File: config.mk
export PLATFORM = sky130hd
export DESIGN_NAME = gate_bist_flat
export DESIGN_NICKNAME = d
export VERILOG_FILES = /design/src/rtl/gate_bist_if.sv /design/src/rtl/gate_bist.sv /design/src/flat_wrapper.sv
export SDC_FILE = /design/constraint.sdc
export NUM_CORES = 1
export LEC_CHECK = 0
export ABC_AREA = 0
export CAP_MARGIN = 20
export CORE_MARGIN = 4
export CORE_UTILIZATION = 30
export DETAILED_ROUTE_END_ITERATION = 16
export PLACE_DENSITY = 0.53
export SLEW_MARGIN = 20
export SYNTH_ARGS = -nofsm -noshare
export SYNTH_HDL_FRONTEND = slang
export SYNTH_SLANG_ARGS = --single-unit
File: constraint.sdc
create_clock -name clk -period 2.2 [get_ports clk]
set_clock_uncertainty 0.1 [all_clocks]
set_input_delay 0.66 -clock clk [delete_from_list [all_inputs] [get_ports clk]]
set_output_delay 0.66 -clock clk [all_outputs]
set_load 0.02 [all_outputs]
File: src/rtl/gate_bist_if.sv
// Handshake and result bundle between the gate BIST controller and its driver.
// The controller takes the slave side; the tester or bench takes the master side.
interface gate_bist_if #(
  parameter int N_IN = 2
);
  logic            start;
  logic [1:0]      mode;
  logic            dut_y;
  logic [N_IN-1:0] vec_out;
  logic            busy;
  logic            done;
  logic            pass;
  logic [N_IN:0]   err_count;
  logic [N_IN-1:0] first_fail_vec;
  logic            first_fail_valid;

  modport master (
    output start, mode, dut_y,
    input  vec_out, busy, done, pass, err_count, first_fail_vec, first_fail_valid
  );

  modport slave (
    input  start, mode, dut_y,
    output vec_out, busy, done, pass, err_count, first_fail_vec, first_fail_valid
  );
endinterface

File: src/rtl/gate_bist.sv
// Exhaustive BIST for an N_IN-input reduction gate: walk every input vector,
// let it settle, compare the gate output against AND/OR/XOR/NAND, log mismatches.
module gate_bist #(
  parameter int N_IN        = 2,
  parameter int WAIT_CYCLES = 1
) (
  input logic        clk,
  input logic        rst,
  gate_bist_if.slave bus
);
  typedef enum logic [1:0] {IDLE, SETTLE, CHECK, DONE} state_t;

  localparam logic [7:0] RELOAD = 8'(WAIT_CYCLES - 1);

  state_t          state;
  logic [7:0]      cnt;
  logic [1:0]      mode_q;
  logic [N_IN-1:0] vec;
  logic [N_IN:0]   err;
  logic [N_IN-1:0] ffv;
  logic            ffvalid;
  logic            busy, done, pass;
  logic            ref_y, mismatch;

  // Reference uses the mode latched at start so mid-run mode changes are inert.
  always_comb begin
    ref_y = 1'b0;
    case (mode_q)
      2'd0:    ref_y = &vec;
      2'd1:    ref_y = |vec;
      2'd2:    ref_y = ^vec;
      default: ref_y = ~&vec;
    endcase
  end

  assign mismatch = (bus.dut_y != ref_y);

  always_ff @(posedge clk) begin
    if (rst) begin
      state   <= IDLE;
      cnt     <= '0;
      mode_q  <= '0;
      vec     <= '0;
      err     <= '0;
      ffv     <= '0;
      ffvalid <= 1'b0;
      busy    <= 1'b0;
      done    <= 1'b0;
      pass    <= 1'b0;
    end else begin
      case (state)
        IDLE, DONE: begin
          if (bus.start) begin
            state   <= SETTLE;
            vec     <= '0;
            err     <= '0;
            ffvalid <= 1'b0;
            mode_q  <= bus.mode;
            cnt     <= RELOAD;
            busy    <= 1'b1;
            done    <= 1'b0;
            pass    <= 1'b0;
          end
        end
        SETTLE: begin
          if (cnt == 8'd0) state <= CHECK;
          else             cnt   <= cnt - 8'd1;
        end
        CHECK: begin
          if (mismatch) begin
            err <= err + (N_IN+1)'(1);
            if (!ffvalid) begin
              ffv     <= vec;
              ffvalid <= 1'b1;
            end
          end
          if (vec != '1) begin
            vec   <= vec + N_IN'(1);
            cnt   <= RELOAD;
            state <= SETTLE;
          end else begin
            // Final vector: pass must account for this cycle's compare too.
            state <= DONE;
            busy  <= 1'b0;
            done  <= 1'b1;
            pass  <= !mismatch && (err == '0);
          end
        end
        default: state <= IDLE;
      endcase
    end
  end

  assign bus.vec_out          = vec;
  assign bus.busy             = busy;
  assign bus.done             = done;
  assign bus.pass             = pass;
  assign bus.err_count        = err;
  assign bus.first_fail_vec   = ffv;
  assign bus.first_fail_valid = ffvalid;
endmodule

File: src/flat_wrapper.sv
// flat-port wrapper written by rule: the top's interface ports become plain ports
module gate_bist_flat 
#(
  parameter int N_IN        = 2,
  parameter int WAIT_CYCLES = 1
)
  (clk, rst, bus_start, bus_mode, bus_dut_y, bus_vec_out, bus_busy, bus_done, bus_pass, bus_err_count, bus_first_fail_vec, bus_first_fail_valid);
  gate_bist_if #(.N_IN(N_IN)) bus_i ();
  input logic clk;
  input logic rst;
  input wire logic [$bits(bus_i.start)-1:0] bus_start;
  input wire logic [$bits(bus_i.mode)-1:0] bus_mode;
  input wire logic [$bits(bus_i.dut_y)-1:0] bus_dut_y;
  output wire logic [$bits(bus_i.vec_out)-1:0] bus_vec_out;
  output wire logic [$bits(bus_i.busy)-1:0] bus_busy;
  output wire logic [$bits(bus_i.done)-1:0] bus_done;
  output wire logic [$bits(bus_i.pass)-1:0] bus_pass;
  output wire logic [$bits(bus_i.err_count)-1:0] bus_err_count;
  output wire logic [$bits(bus_i.first_fail_vec)-1:0] bus_first_fail_vec;
  output wire logic [$bits(bus_i.first_fail_valid)-1:0] bus_first_fail_valid;
  assign bus_i.start = bus_start;
  assign bus_i.mode = bus_mode;
  assign bus_i.dut_y = bus_dut_y;
  assign bus_vec_out = bus_i.vec_out;
  assign bus_busy = bus_i.busy;
  assign bus_done = bus_i.done;
  assign bus_pass = bus_i.pass;
  assign bus_err_count = bus_i.err_count;
  assign bus_first_fail_vec = bus_i.first_fail_vec;
  assign bus_first_fail_valid = bus_i.first_fail_valid;
  gate_bist #(.N_IN(N_IN), .WAIT_CYCLES(WAIT_CYCLES)) u_core (.clk(clk), .rst(rst), .bus(bus_i));
endmodule
## Yosys cells after proc, flatten, opt, wreduce, memory -nomap -nowiden

Index checks and enable logic that the tools add are counted.

| operators by class | value |
|---|---|
| add/subtract/negate cells | 3 |
| equal/unequal tests | 13 |
| muxes and demuxes | 25 |
| bitwise logic cells | 1 |
| reductions and logical operators | 19 |

Operator list:

| cell | number |
|---|---|
| 8-bit two-way mux | 3 |
| 8-bit case mux with 3 select lines | 1 |
| 3-bit AND reduction | 5 |
| 2-bit two-way mux | 5 |
| 8-bit logical NOT | 1 |
| 2-bit inequality test, second input constant | 4 |
| 1-bit case mux with 2 select lines | 4 |
| 8-bit by 1-bit subtractor with 8-bit output, second input constant | 1 |
| 2-bit == test, second input constant | 3 |
| 1-bit two-way mux | 6 |
| 3-bit two-way mux | 2 |
| 2-bit by 1-bit inequality test with 1-bit output, second input constant | 3 |
| 2-bit case mux with 3 select lines | 1 |
| 3-bit case mux with 2 select lines | 1 |
| 2-bit AND reduction | 3 |
| 2-bit by 1-bit == test with 1-bit output, second input constant | 2 |
| 2-bit logical NOT | 2 |
| 2-bit case mux with 2 select lines | 1 |
| 2-bit OR reduction | 2 |
| 3-bit by 1-bit adder with 3-bit output, second input constant | 1 |
| 3-bit logical NOT | 1 |
| 1-bit case mux with 3 select lines | 1 |
| 2-bit by 1-bit adder with 2-bit output, second input constant | 1 |
| 1-bit logical NOT | 2 |
| 5 further kinds | 5 |

| storage, ports and cells | value |
|---|---|
| bits in registers | 23 |
| word-level logic and storage cells | 71 |

## Depth between registers and ports, before layout

| logic depth | value |
|---|---|
| word-level depth | 8 |
| mapped depth | 8 |
| mapped depth without buffers | 7 |

## Least setup slack after synthesis

OpenSTA, ideal clock, no wires.

| timing path | value |
|---|---|
| path kind | reg2reg |
| from | register u_core.vec[0] (netlist: u_core.bus.vec_out[0]) |
| to | register u_core.err[2] (netlist: u_core.bus.err_count[2]) |
| library setup time | 0.074 ns |
| arrival time | 1.999 ns |
| required time | 2.026 ns |
| slack | 0.027 ns |
| stages on the path, launching flop included | 8 |
| buffers on the path | 0 |
| clock period less this slack | 2.173 ns |
| path through | dfxtp_1 > inv_1 > ha_1 > mux2i_1 > mux2i_1 > o21ai_2 > or3b_1 > a31oi_1 |

| between the ends | value |
|---|---|
| word-level cells in the longest chain between the ends | 6 |
| elaborated cells on any way between the ends | 8 |
| classes of those cells | 2 x eq/ne; 1 x mux; 5 x reduce/logical |

RTL lines:

| item | line | RTL |
|---|---|---|
| start, declared | gate_bist.sv:18 | `logic [N_IN-1:0] vec;` |
| start signal, assigned | gate_bist.sv:78 | `vec <= vec + N_IN'(1);` |
| 2-bit AND reduction | gate_bist.sv:29, gate_bist.sv:32 |  |
| 1-bit logical NOT | gate_bist.sv:32 | `default: ref_y = ~&vec;` |
| 1-bit case mux with 3 select lines * | gate_bist.sv:28 | `case (mode_q)` |
| 1-bit inequality test * | gate_bist.sv:36 | `assign mismatch = (bus.dut_y != ref_y);` |
| 2-bit by 1-bit inequality test with 1-bit output (no line) * | n/a |  |
| 3-bit AND reduction (no line) * | n/a |  |
| end signal, assigned | gate_bist.sv:71 | `err <= err + (N_IN+1)'(1);` |
| end, declared | gate_bist.sv:19 | `logic [N_IN:0] err;` |

Mark *: on every way between the ends. The rest lies on a longest branch, timed or not.
A chain may end at the register's enable or synchronous reset.

## Worst setup path in the final report

| timing path | value |
|---|---|
| from | input port bus_dut_y |
| to | register u_core.err[2] (netlist: u_core.bus.err_count[2]) |

| between the ends | value |
|---|---|
| word-level cells in the longest chain between the ends | 3 |

RTL lines:

| item | line | RTL |
|---|---|---|
| start, declared | flat_wrapper.sv:13 | `input wire logic [$bits(bus_i.dut_y)-1:0] bus_dut_y;` |
| 1-bit inequality test | gate_bist.sv:36 |  |
| 2-bit by 1-bit inequality test with 1-bit output (no line) | n/a |  |
| 3-bit AND reduction (no line) | n/a |  |

Every way passes these cells.

==> impl_metrics.json <==
{
  "ys_seq_elements": 23,
  "remaining_drc_errors": 0,
  "floorplan.die.height_um": 71.4,
  "setup_ws_ns": 0.0265,
  "run_status": "completed",
  "worst_pin_slew_ns": 0.475,
  "cap_violations": 0,
  "groute.usage.overall": 0.111,
  "clockBufferDepth": 2,
  "num_vias": 1054,
  "grt_max_degree": 13,
  "floorplan.core_area_um2": 3770,
  "maximum_operating_frequency_mhz": 460,
  "synth_nets": 157,
  "io_buffer_count": 16,
  "crit_path_start_kind": "input pin",
  "critical-path-max-stage-delay_ns": 0.43,
  "synth.area.top_cells": "sky130_fd_sc_hd__dfxtp_1 (38%), sky130_fd_sc_hd__ha_1 (9.3%), sky130_fd_sc_hd__nor2_1 (6.5%), sky130_fd_sc_hd__a21oi_1 (5.8%), sky130_fd_sc_hd__mux2i_1 (5.8%)",
  "path_max_fanout": 3,
  "route.final.wire_length_mm": 2.71,
  "timing.final.setup_violations": 0,
  "critical_path_buf_inv_count": 1,
  "tritoncts": "yes",
  "detailedPlacementHpwl_mm": 2.10,
  "place.detailed.instances": 215,
  "synthesis.instances": 142,
  "synth_most_common_cell": "sky130_fd_sc_hd__dfxtp_1",
  "area_growth_pct": 29.0,
  "synth-warning-count": 0,
  "grt_antenna_before_repair": 0,
  "synth_top_flop_cell": "sky130_fd_sc_hd__dfxtp_1",
  "power_density_nw_per_um2": 983,
  "rows": 22,
  "final_layout_size_suffix_gt1_frac": 0.123,
  "die_area_um2": 5100,
  "detail_route.wl_per_cell_um": 12.4,
  "regArea_um2": 460,
  "place_ws_ns": -0.227,
  "final_nets": 187,
  "relSlewSlack": 0.680,
  "cts_root_buffer": "sky130_fd_sc_hd__clkbuf_8",
  "peakVddDrop_v": 0.000505,
  "n_fill_cell": 374,
  "post_synth.cell_area_avg_um2": 8.49,
  "worst_setup_path_end_kind": "register",
  "fp.dieW_um": 71.4,
  "path_common_cell": "sky130_fd_sc_hd__or3b_1",
  "globalRouteOverflowTotal": 0,
  "netlist_area_um2": 1210,
  "synthArstFlopShare": 0,
  "clk_transition_reported_paths_ns": 0.08,
  "fin_crit_ns": 2.17,
  "number_of_global_route_vias_before_repair": 998,
  "total_leakage_power_nw": 0.596,
  "critPathKind": "in2reg",
  "cpLargestDelayFamily": "simple AND/OR/NAND/NOR gates",
  "post_drt_via_cell_ratio": 4.81,
  "ioPinCount": 17,
  "seq_area_frac_synth": 0.382,
  "cts_made_buffers": 3,
  "floorplan.initialDensity": 0.320,
  "finalCritPeriodShare": 0.988,
  "crit_path_top_delay_cell": "sky130_fd_sc_hd__clkdlybuf4s50_1",
  "critical_path.cell_chain": "clkdlybuf4s50_1 -> or3b_1 -> mux2i_1 -> o21ai_2 -> or3b_1 -> a31oi_1",
  "finish.cell_count_without_fillers": 219,
  "multiInputGateArea_um2": 696,
  "drv_slew": 0,
  "drtIter0Drc": 28,
  "yosys.area.top_type": "sky130_fd_sc_hd__dfxtp_1",
  "rsz0062_at_grt": "no",
  "synth_enable_flop_cells": 0,
  "insertion_delay_ns": 0.26,
  "cts_htree_levels": 1,
  "hold_violations": 0,
  "detail_route.first_pass.iterations": 4,
  "required_ns": 2.30,
  "clock_sink_count": 23,
  "final_antenna_net_count": 0,
  "post_synth_num_cell_types": 34,
  "timing.hold.worst.class": "reg2reg",
  "synthDominantCellAreaShare": 0.382,
  "postCtsSetupBuffers": 0,
  "grt_first_pass_wirelength_mm": 4.51,
  "antenna-diode-count": 0,
  "synth.top_cells.by_count": "sky130_fd_sc_hd__dfxtp_1 (23), sky130_fd_sc_hd__nor2_1 (21), sky130_fd_sc_hd__a21oi_1 (14)",
  "gp_congestion": 0.834,
  "cp.arrival_ns": 2.27
}
-- metal layers --
metal,part of all wire,up-vias,track usage,routed length (um)
li1,-,549,-,-
met1,0.45,488,0.127,1230
met2,0.50,13,0.201,1350
met3,0.035,4,0.0309,95
met4,0.010,0,0.0313,27
met5,0,-,0,0
-- repair_timing --
action | in CTS | in global routing
hold buffers | 0 | 0
resized for setup | 0 | 1
setup endpoints to repair | 0 | 3
-- layout by cell type (no fill, tap or decap), drive strengths merged --
cell type | netlist | final
dfxtp | 23 | 23
nor2 | 21 | 21
clkdlybuf4s50 | 0 | 16
a21oi | 14 | 14
buf | 2 | 13
inv | 10 | 10
nand3 | 9 | 9
ha | 9 | 9
mux2i | 7 | 7
nand2 | 6 | 6
xor2 | 5 | 5
nand4 | 4 | 4
clkbuf | 2 | 4
or3b | 3 | 3
nand2b | 3 | 3
o21ai | 3 | 3
nand3b | 2 | 2
a31oi | 2 | 2
nor3 | 2 | 2
xnor2 | 2 | 2
nor2b | 1 | 1
a21o | 1 | 1
nor4 | 1 | 1
mux2 | 1 | 1
or2 | 1 | 1
a211oi | 1 | 1
o21ba | 1 | 1
o32a | 1 | 1
o211ai | 1 | 1
and2 | 1 | 1
nand4b | 1 | 1
nor4b | 1 | 1
a32oi | 1 | 1
-- flip-flops by register name, summed over array words and instances, names as in the netlist --
signal and flops:
u_core.bus.busy 1, u_core.bus.done 1, u_core.bus.err_count 3, u_core.bus.first_fail_valid 1
u_core.bus.first_fail_vec 2, u_core.bus.pass 1, u_core.bus.vec_out 2, u_core.cnt 8
u_core.mode_q 2, u_core.state 2
-- tightest hold or removal path, delay by kind of cell (launching register included) --
family / cells / cell delay [ns]
compound gates: 2 / 0.13
flops: 1 / 0.32
-- path summary, 6_finish.rpt --
kind         cells after the start  slack, ns                  start                      end
min                              2       0.38        u_core.bus.pass          u_core.bus.pass
max reg2reg                      7       0.11  u_core.bus.vec_out[0]  u_core.bus.err_count[2]
max                              6       0.03              bus_dut_y  u_core.bus.err_count[2]
min reg2reg                      2       0.38        u_core.bus.pass          u_core.bus.pass
-- where the power goes --
part | total, W | switching [W] | internal (W)
clock | 0.000263 | 0.000134 | 0.000129
combinational | 0.000729 | 0.000403 | 0.000326
sequential | 0.000538 | 0.0000553 | 0.000483
total | 0.00153 | 0.000592 | 0.000938
-- kinds of logic (layout without fill, tap and decap cells) --
| kind of cell | after synthesis | after routing | share of synthesized area |
|---|---|---|---|
| buffers and inverters | 14 | 43 | 0.0446 |
| xor gates and xnor gates | 7 | 7 | 0.0508 |
| AOI/OAI and AO/OA | 25 | 25 | 0.127 |
| muxes | 8 | 8 | 0.0674 |
| adders and majority gates | 9 | 9 | 0.0934 |
| and+or+nand+nor | 56 | 56 | 0.235 |
| DFF | 23 | 23 | 0.382 |
-- area by class of cell --
cell class / instances / share of cell area
Sequential cell: 23 / 0.296
Multi-Input combinational cell: 105 / 0.447
Clock buffer: 4 / 0.0289
Inverter: 10 / 0.0241
Tap cell: 48 / 0.0386
Timing Repair Buffer: 29 / 0.166
-- through the flow --
stage	util	setup TNS, ns	hold slack (ns)	total power (W)	instance area (um2)
finish	0.413	0	0.383	0.00153	1560
global route	0.413	0	0.419	0.00166	1560
CTS	0.412	0	0.393	0.00155	1550
detailed placement	0.400	-0.892	0.379	0.00127	1510
global placement	0.400	-0.877	0.372	0.00125	1510
floorplan	-	0	0.367	0.00106	1210
No activity file was read; power rests on OpenSTA's default activity.
